$ cat src/rtl/uart_pkg.sv
// Shared UART types and helpers.
//   parity_e   : parity mode selector (none / odd / even)
//   tx_state_e : transmitter frame states
//   divisor()  : clock cycles per line bit, CLK_HZ / BAUD_RATE truncated
package uart_pkg;

  typedef enum logic [1:0] {
    PAR_NONE = 2'd0,
    PAR_ODD  = 2'd1,
    PAR_EVEN = 2'd2
  } parity_e;

  typedef enum logic [2:0] {
    IDLE,
    START,
    DATA,
    PARITY,
    STOP
  } tx_state_e;

  function automatic int unsigned divisor(input int unsigned clk_hz,
                                          input int unsigned baud);
    return clk_hz / baud;
  endfunction

endpackage

$ cat src/rtl/baud_tick_gen.sv
// Baud-rate tick generator, shared by the UART TX and RX paths.
//   clk_in     : system clock
//   rst_in     : asynchronous active-high reset, clears the counter
//   restart_in : reload the counter so the next tick lands DIVISOR cycles later
//   tick_out   : one-cycle pulse every DIVISOR cycles
module baud_tick_gen #(
  parameter int unsigned DIVISOR = 10
) (
  input  logic clk_in,
  input  logic rst_in,
  input  logic restart_in,
  output logic tick_out
);

  localparam int unsigned CNT_W = (DIVISOR > 1) ? $clog2(DIVISOR) : 1;
  localparam logic [CNT_W-1:0] RELOAD = CNT_W'(DIVISOR - 1);

  logic [CNT_W-1:0] cnt_q;

  always_ff @(posedge clk_in or posedge rst_in) begin
    if (rst_in) begin
      cnt_q <= '0;
    end else if (restart_in || (cnt_q == '0)) begin
      cnt_q <= RELOAD;
    end else begin
      cnt_q <= cnt_q - 1'b1;
    end
  end

  // A restart cycle never produces a tick, so the first period is always full.
  assign tick_out = (cnt_q == '0) && !restart_in;

endmodule

$ cat src/rtl/uart_tx_packet.sv
// Multi-word UART transmitter: latches a NUM_WORDS*DATA_BITS payload on a
// trigger and sends it as back-to-back frames, word 0 first, LSB first.
//   clk_in     : system clock
//   rst_in     : asynchronous active-high reset; abandons any packet
//   trigger_in : start request, sampled only while idle
//   val_in     : payload, word k = val_in[k*DATA_BITS +: DATA_BITS]
//   busy_out   : high while a packet is in flight
//   done_out   : one-cycle pulse as the final stop bit ends
//   data_out   : registered serial line, idle high
module uart_tx_packet
  import uart_pkg::*;
#(
  parameter int unsigned CLK_HZ    = 100_000_000,
  parameter int unsigned BAUD_RATE = 9600,
  parameter int unsigned DATA_BITS = 8,
  parameter int unsigned NUM_WORDS = 21,
  parameter int unsigned PARITY    = 0,
  parameter int unsigned STOP_BITS = 1
) (
  input  logic                           clk_in,
  input  logic                           rst_in,
  input  logic                           trigger_in,
  input  logic [NUM_WORDS*DATA_BITS-1:0] val_in,
  output logic                           busy_out,
  output logic                           done_out,
  output logic                           data_out
);

  localparam int unsigned DIVISOR = divisor(CLK_HZ, BAUD_RATE);
  localparam int unsigned WORD_W  = (NUM_WORDS > 1) ? $clog2(NUM_WORDS) : 1;
  localparam int unsigned BIT_W   = $clog2(DATA_BITS + 1);
  localparam int unsigned PKT_W   = NUM_WORDS * DATA_BITS;
  localparam parity_e     PAR_MODE = parity_e'(2'(PARITY));

  localparam logic [BIT_W-1:0]  LAST_DATA = BIT_W'(DATA_BITS - 1);
  localparam logic [BIT_W-1:0]  LAST_STOP = BIT_W'(STOP_BITS - 1);
  localparam logic [WORD_W-1:0] LAST_WORD = WORD_W'(NUM_WORDS - 1);

  tx_state_e            state_q, state_d;
  logic [PKT_W-1:0]     pkt_q, pkt_d;
  logic [DATA_BITS-1:0] word_q, word_d;
  logic                 par_q, par_d;
  logic [WORD_W-1:0]    word_idx_q, word_idx_d;
  logic [BIT_W-1:0]     bit_idx_q, bit_idx_d;
  logic                 line_q, line_d;
  logic                 done_q, done_d;
  logic                 restart;
  logic                 tick;

  baud_tick_gen #(
    .DIVISOR(DIVISOR)
  ) u_baud (
    .clk_in    (clk_in),
    .rst_in    (rst_in),
    .restart_in(restart),
    .tick_out  (tick)
  );

  always_ff @(posedge clk_in or posedge rst_in) begin
    if (rst_in) begin
      state_q    <= IDLE;
      pkt_q      <= '0;
      word_q     <= '0;
      par_q      <= 1'b0;
      word_idx_q <= '0;
      bit_idx_q  <= '0;
      line_q     <= 1'b1;
      done_q     <= 1'b0;
    end else begin
      state_q    <= state_d;
      pkt_q      <= pkt_d;
      word_q     <= word_d;
      par_q      <= par_d;
      word_idx_q <= word_idx_d;
      bit_idx_q  <= bit_idx_d;
      line_q     <= line_d;
      done_q     <= done_d;
    end
  end

  // The line is registered, so each branch drives the level of the bit that
  // the state being entered will present from the next cycle on.
  // Words are consumed by shifting pkt_q down one word per frame; word_q
  // shifts one bit per data period, so the current bit is always word_q[0].
  always_comb begin
    state_d    = state_q;
    pkt_d      = pkt_q;
    word_d     = word_q;
    par_d      = par_q;
    word_idx_d = word_idx_q;
    bit_idx_d  = bit_idx_q;
    line_d     = line_q;
    done_d     = 1'b0;
    restart    = 1'b0;

    case (state_q)
      IDLE: begin
        line_d = 1'b1;
        if (trigger_in) begin
          pkt_d      = val_in;
          word_idx_d = '0;
          bit_idx_d  = '0;
          restart    = 1'b1;
          line_d     = 1'b0;
          state_d    = START;
        end
      end

      START: begin
        if (tick) begin
          word_d    = pkt_q[DATA_BITS-1:0];
          pkt_d     = pkt_q >> DATA_BITS;
          par_d     = 1'b0;
          bit_idx_d = '0;
          line_d    = pkt_q[0];
          state_d   = DATA;
        end
      end

      DATA: begin
        if (tick) begin
          par_d  = par_q ^ word_q[0];
          word_d = word_q >> 1;
          if (bit_idx_q == LAST_DATA) begin
            bit_idx_d = '0;
            if (PAR_MODE != PAR_NONE) begin
              state_d = uart_pkg::PARITY;
              line_d  = (PAR_MODE == PAR_ODD) ? ~par_d : par_d;
            end else begin
              state_d = STOP;
              line_d  = 1'b1;
            end
          end else begin
            bit_idx_d = bit_idx_q + 1'b1;
            line_d    = word_q[1];
          end
        end
      end

      uart_pkg::PARITY: begin
        if (tick) begin
          bit_idx_d = '0;
          line_d    = 1'b1;
          state_d   = STOP;
        end
      end

      STOP: begin
        if (tick) begin
          if (bit_idx_q == LAST_STOP) begin
            bit_idx_d = '0;
            if (word_idx_q == LAST_WORD) begin
              line_d  = 1'b1;
              done_d  = 1'b1;
              state_d = IDLE;
            end else begin
              word_idx_d = word_idx_q + 1'b1;
              line_d     = 1'b0;
              state_d    = START;
            end
          end else begin
            bit_idx_d = bit_idx_q + 1'b1;
          end
        end
      end

      default: begin
        line_d  = 1'b1;
        state_d = IDLE;
      end
    endcase
  end

  assign busy_out = (state_q != IDLE);
  assign done_out = done_q;
  assign data_out = line_q;

endmodule
$ cat config.mk
export PLATFORM = sky130hd
export DESIGN_NAME = uart_tx_packet
export DESIGN_NICKNAME = d
export VERILOG_FILES = /design/src/rtl/uart_pkg.sv /design/src/rtl/baud_tick_gen.sv /design/src/rtl/uart_tx_packet.sv
export SDC_FILE = /design/constraint.sdc
export NUM_CORES = 1
export LEC_CHECK = 0
export CAP_MARGIN = 10
export CORE_MARGIN = 2
export CORE_UTILIZATION = 48
export CTS_BUF_LIST = sky130_fd_sc_hd__clkbuf_16
export CTS_CLUSTER_DIAMETER = 120
export DETAILED_ROUTE_END_ITERATION = 6
export PLACE_DENSITY = 0.84
export SLEW_MARGIN = 15
export SYNTH_ARGS = -nofsm -noshare
export SYNTH_HDL_FRONTEND = slang
export SYNTH_SLANG_ARGS = --single-unit
export TNS_END_PERCENT = 30
$ cat constraint.sdc
create_clock -name clk_in -period 6.05 [get_ports clk_in]
set_input_delay 0.9075 -clock clk_in [delete_from_list [all_inputs] [get_ports clk_in]]
set_output_delay 0.9075 -clock clk_in [all_outputs]
set_load 0.005 [all_outputs]
* Word-level counts from Yosys, hierarchy flattened
Cells that the tools add are included.
Storage, ports and cells: logic and storage cells 86, output and inout port bits 3, flip-flop bits (word level) 204, bits of input ports 171
Cells by class: add/subtract/negate cells 3, equality and inequality tests 15, reduce and logical (&&, ||, !) cells 18, muxes and demuxes 42
Operators with widths (count):
- 168-bit two-way mux | 2
- 168-bit one-hot mux with 2 select lines | 1
- 4-bit two-way mux | 6
- 3-bit two-way mux | 7
- 5-bit two-way mux | 4
- 8-bit two-way mux | 2
- 2-bit != test (second input constant) | 8
- 4-bit one-hot mux with 4 select lines | 1
- 8-bit one-hot mux with 2 select lines | 1
- 3-bit one-hot mux with 5 select lines | 1
- 5-bit AND reduction | 3
- 14-bit logical NOT | 1
- 1-bit two-way mux | 14
- 14-bit two-way mux | 1
- 14-bit by 1-bit subtractor with 14-bit output (second input constant) | 1
- 5-bit one-hot mux with 2 select lines | 1
- 7-bit AND reduction | 1
- 3-bit by 2-bit equality test with 1-bit output (second input constant) | 2
- 3-bit AND reduction | 2
- 2-bit nonzero test | 3
- 5-bit by 1-bit adder with 5-bit output (second input constant) | 1
- 5-bit equality test (second input constant) | 1
- 1-bit one-hot mux with 5 select lines | 1
- 4-bit by 1-bit adder with 4-bit output (second input constant) | 1
- other kinds (12) | 12

* Depth between registers and ports, before layout
word-level depth 6, gate-level depth with buffers 10, gate-level depth less buffers 7

* Cells and area by module
Synthesis repeated with hierarchy kept, for this count alone.
Unflattened totals: cell total of the unflattened synthesis 933, area, all modules 9561.7 um2
By module, submodules not included:
- uart_tx_packet | sequential area each 4730.8 um2, instances 1, area each 8772.2 um2, cells each 853
- baud_tick_gen | sequential area each 350.3 um2, instances 1, area each 789.5 um2, cells each 80

* Worst setup path after synthesis
No wires, ideal clock.
kind register to register, start register u_baud.cnt_q[0], end register pkt_q[50], clock period less this slack 2.363 ns, arrival 2.227 ns, cell stages (with the launch flop) 11, path buffers 3, setup slack 3.687 ns, cell sequence dfrtp_1 > inv_1 > ha_1 > or4b_1 > nor4_4 > a21oi_2 > buf_2 > buf_6 > buf_6 > nand2_1 > o21ai_0
Between the ends: word-level cells in the longest chain between the ends 4
RTL lines:
- from (decl) | line baud_tick_gen.sv:18 | logic [CNT_W-1:0] cnt_q;
- from (signal assigned) | line baud_tick_gen.sv:26 | cnt_q <= cnt_q - 1'b1;
- 14-bit logical NOT | line baud_tick_gen.sv:31 | assign tick_out = (cnt_q == '0) && !restart_in;
- 1-bit logical AND | line baud_tick_gen.sv:31
- 2-bit != test (no source line)
- 3-bit AND reduction (no source line)
- to (signal assigned) | line uart_tx_packet.sv:71 | pkt_q <= pkt_d;
- to (decl) | line uart_tx_packet.sv:40 | logic [PKT_W-1:0] pkt_q, pkt_d;
No other way between the ends. A chain may end at the register's enable or synchronous reset.

* Worst setup path after layout
start register u_baud.cnt_q[0], end register pkt_q[129]
Same word-level chain as after synthesis.

==> flow_summary_export.csv <==
group,metric,value,unit
synthesis,avgSynthCellArea,10.4,sq um
route,drc,0,
timing,setup_tns,0,ps
setup_path,crit_path_end_kind,"flip-flop",
route,avgViaCountPerCell,5.17,
setup_path,critPathTopFamily,"simple AND/OR/NAND/NOR gates",
layout,fill_cells,1602,
min_path,min_to,"pkt_q[3]$_DFFE_PP0P_",
setup_path,reg2reg_depth,8,
synthesis,synth_enable_flop_cells,0,
global_route,first_global_vias,6932,
setup_path,timing.rr.end,"pkt_q[129]$_DFFE_PP0P_",
global_route,grt.total_usage,20.2,%
global_route,grt_first_pass_wirelength,33800,um
route,antenna_left,0,
floorplanning,die_h,144,um
timing,rsz0062_at_grt,"false",
timing,fmax,316,MHz
clocking,tritoncts,"yes",
layout,diodes,0,
timing,min_period,3160,ps
timing,fin_crit_sh,52.3,%
flow_run,max-cap-violations,0,
setup_path,max_stage_delay,810,ps
clocking,clock-root-buffer,"clkbuf_16",
timing,slew_headroom,25.9,%
route,drtPass1Iterations,4,
layout,seqCellArea,0.00508,sq mm
synthesis,synthCells,911,
layout,syn_to_final_growth,26.5,%
synthesis,yosys_most_used_dff,"dfrtp_1",
global_route,overflow,0,
placement,placedCellCount,1295,
synthesis,seq_area_frac_synth,53.7,%
min_path,hp-class,"reg -> reg",
setup_path,crit_slowest_cell,"nor4_4",
synthesis,synth_nets,1087,
synthesis,yosysWarningCount,0,
floorplanning,die_area,0.0208,sq mm
setup_path,r2r-start,"u_baud.cnt_q[0]$_DFF_PP0_",
clocking,ctsLongestPathBuffers,3,
setup_path,crit_type,"reg -> reg",
layout,instances_no_fill,1335,
clocking,clkSinkCount,203,
synthesis,netlist-cell-type-count,43,
setup_path,worstPathRequired,6380,ps
setup_path,r2r_slack,2890,ps
floorplanning,initial_core_util,48.8,%
clocking,cts_resized,0,
floorplanning,die_w,144,um
timing,whs,476,ps
clocking,cts_buffers,22,
route,avgRoutedWirePerCell,15.5,um
setup_path,critPathBufInv,2,
pwr,p_total,4400,uW
route,drt_wl_total,20700,um
placement,place_congestion,0.836,
setup_path,crit_path_cell_trace,"inv_1, ha_1, or4b_1, nor4_4, a21oi_4, buf_4, nand2_1, o21ai_0",
global_route,grt_max_degree,203,
route,drt_iter0_drc,294,
placement,post-dp-hpwl,13900,um
floorplanning,ios,174,
clocking,htreeDepth,1,
setup_path,worstPathArrival,3490,ps
outcome,status,"finished clean",
clocking,clk_pin_slew,60,ps
setup_path,critPathLaunchType,"flip-flop",
floorplanning,core_area,0.0194,sq mm
synthesis,async_flop_share,100,%
timing,tightestPinTransition,1110,ps
clocking,post_cts_buffers,0,
min_path,min_path_cells,2,
global_route,antenna_found_initial,0,
route,vias,6906,
timing,setup_viol,0,
min_path,worstHoldStart,"pkt_q[3]$_DFFE_PP0P_",
pwr,p_per_area,368,mW/mm^2
layout,drive_gt1_share,4.02,%
setup_path,cp_max_fo,126,
timing,slew_viol_final,0,
pwr,ir_drop,0.000235,V
layout,multiInputGateArea,0.00401,sq mm
synthesis,synth_area,0.00946,sq mm
layout,fin_nets,1230,
floorplanning,rows,51,
clocking,worstSkewPairLatency,490,ps
clocking,cts_hold_buf,0,
timing,hold_viol,0,
placement,io_buffer_count,173,
timing,clock-skew-final,11.7,ps
pwr,p_leak,0.00600,uW
synthesis,synth_seq_cells,203,
==> layer usage <==
layer / up-vias / share of wire (%) / wire [um] / track usage, %
met4: 0 / 3.0 / 623 / 6.59
met5: - / 0 / 0 / 0
met1: 3259 / 45 / 9350 / 27.8
met3: 43 / 4.7 / 970 / 3.68
li1: 3446 / - / - / -
met2: 158 / 47 / 9730 / 32.5
==> layout by cell type (no fill, tap or decap), types with 8 or more instances in the layout <==
cell type          n
inv_1             16
o21ai_1           69
clkdlybuf4s50_1  173
mux2i_1          167
clkbuf_16         23
xnor2_1            8
nand2_1          185
dfrtp_1          202
a22o_1             9
nor2_1            19
nand3_1           11
o21ai_0          110
==> through the flow <==
step | worst slack (ps) | area [sq um] | util [%]
after global routing | 2630 | 12000 | 61.7
after global placement | 2980 | 11300 | 58.1
after floorplan | 2510 | 9460 | -
final | 2890 | 12000 | 61.7
after detailed placement | 2850 | 11300 | 58.1
after CTS | 2910 | 12000 | 61.7
==> registers in the layout, indices dropped and copies added (netlist names) <==
name / cells
word_idx_q: 5
done_out: 1
pkt_q: 168
bit_idx_q: 4
data_out: 1
word_q: 7
state_q: 3
u_baud.cnt_q: 14
==> cell type report <==
type,count,area share [%]
flip-flops and latches,203,42.5
multi-input cells,637,33.5
repair buffers,180,15.1
clock buffers,23,4.81
well taps,265,2.77
clock inverters,17,1.00
inverters,10,0.345
==> worst max path at each step <==
stage	from	endpoint	slack, ps	depth (start not counted)
floorplan	rst_in	bit_idx_q[0]$_DFFE_PP0P_	2510	1
global placement	trigger_in	pkt_q[122]$_DFFE_PP0P_	2980	5
detailed placement	trigger_in	pkt_q[141]$_DFFE_PP0P_	2850	5
CTS	u_baud.cnt_q[0]$_DFF_PP0_	pkt_q[129]$_DFFE_PP0P_	2910	8
global route	u_baud.cnt_q[0]$_DFF_PP0_	pkt_q[129]$_DFFE_PP0P_	2630	8
finish	u_baud.cnt_q[0]$_DFF_PP0_	pkt_q[129]$_DFFE_PP0P_	2890	8
==> worst reg2reg max path, stage by stage, from the launching register on <==
cell     delay [ps]
dfrtp_1         400
inv_1            70
ha_1            230
or4b_1          520
nor4_4          810
a21oi_4         130
buf_4           460
nand2_1         270
o21ai_0         110
==> where the power goes <==
part           leakage, uW  internal (uW)  switching (uW)
combinational      0.00297            498             467
sequential         0.00266           1850             298
clock             0.000369            767             522
total              0.00600           3110            1290
==> cell usage after synthesis, types with 6 or more instances <==
| cell type | n | area share [%] |
|---|---|---|
| nand2_1 | 185 | 7.3 |
| o21ai_0 | 110 | 5.8 |
| a22o_1 | 9 | 0.83 |
| clkbuf_1 | 40 | 1.6 |
| buf_2 | 6 | 0.32 |
| buf_6 | 14 | 1.7 |
| nor2_1 | 19 | 0.75 |
| nand3_1 | 11 | 0.58 |
| o21ai_1 | 69 | 3.7 |
| dfrtp_1 | 202 | 53 |
| mux2i_1 | 167 | 18 |
| xnor2_1 | 8 | 0.74 |
| inv_1 | 10 | 0.40 |
==> kinds of logic after synthesis <==
logic type / after synthesis / share of synthesized area [%]
AOI/OAI and AO/OA: 205 / 11.6
xor gates and xnor gates: 11 / 1.02
adders and majority gates: 5 / 0.661
buffers and inverters: 71 / 4.05
DFF: 203 / 53.7
muxes: 167 / 17.7
and+or+nand+nor: 249 / 11.3
No activity file was read; power rests on OpenSTA's default activity.
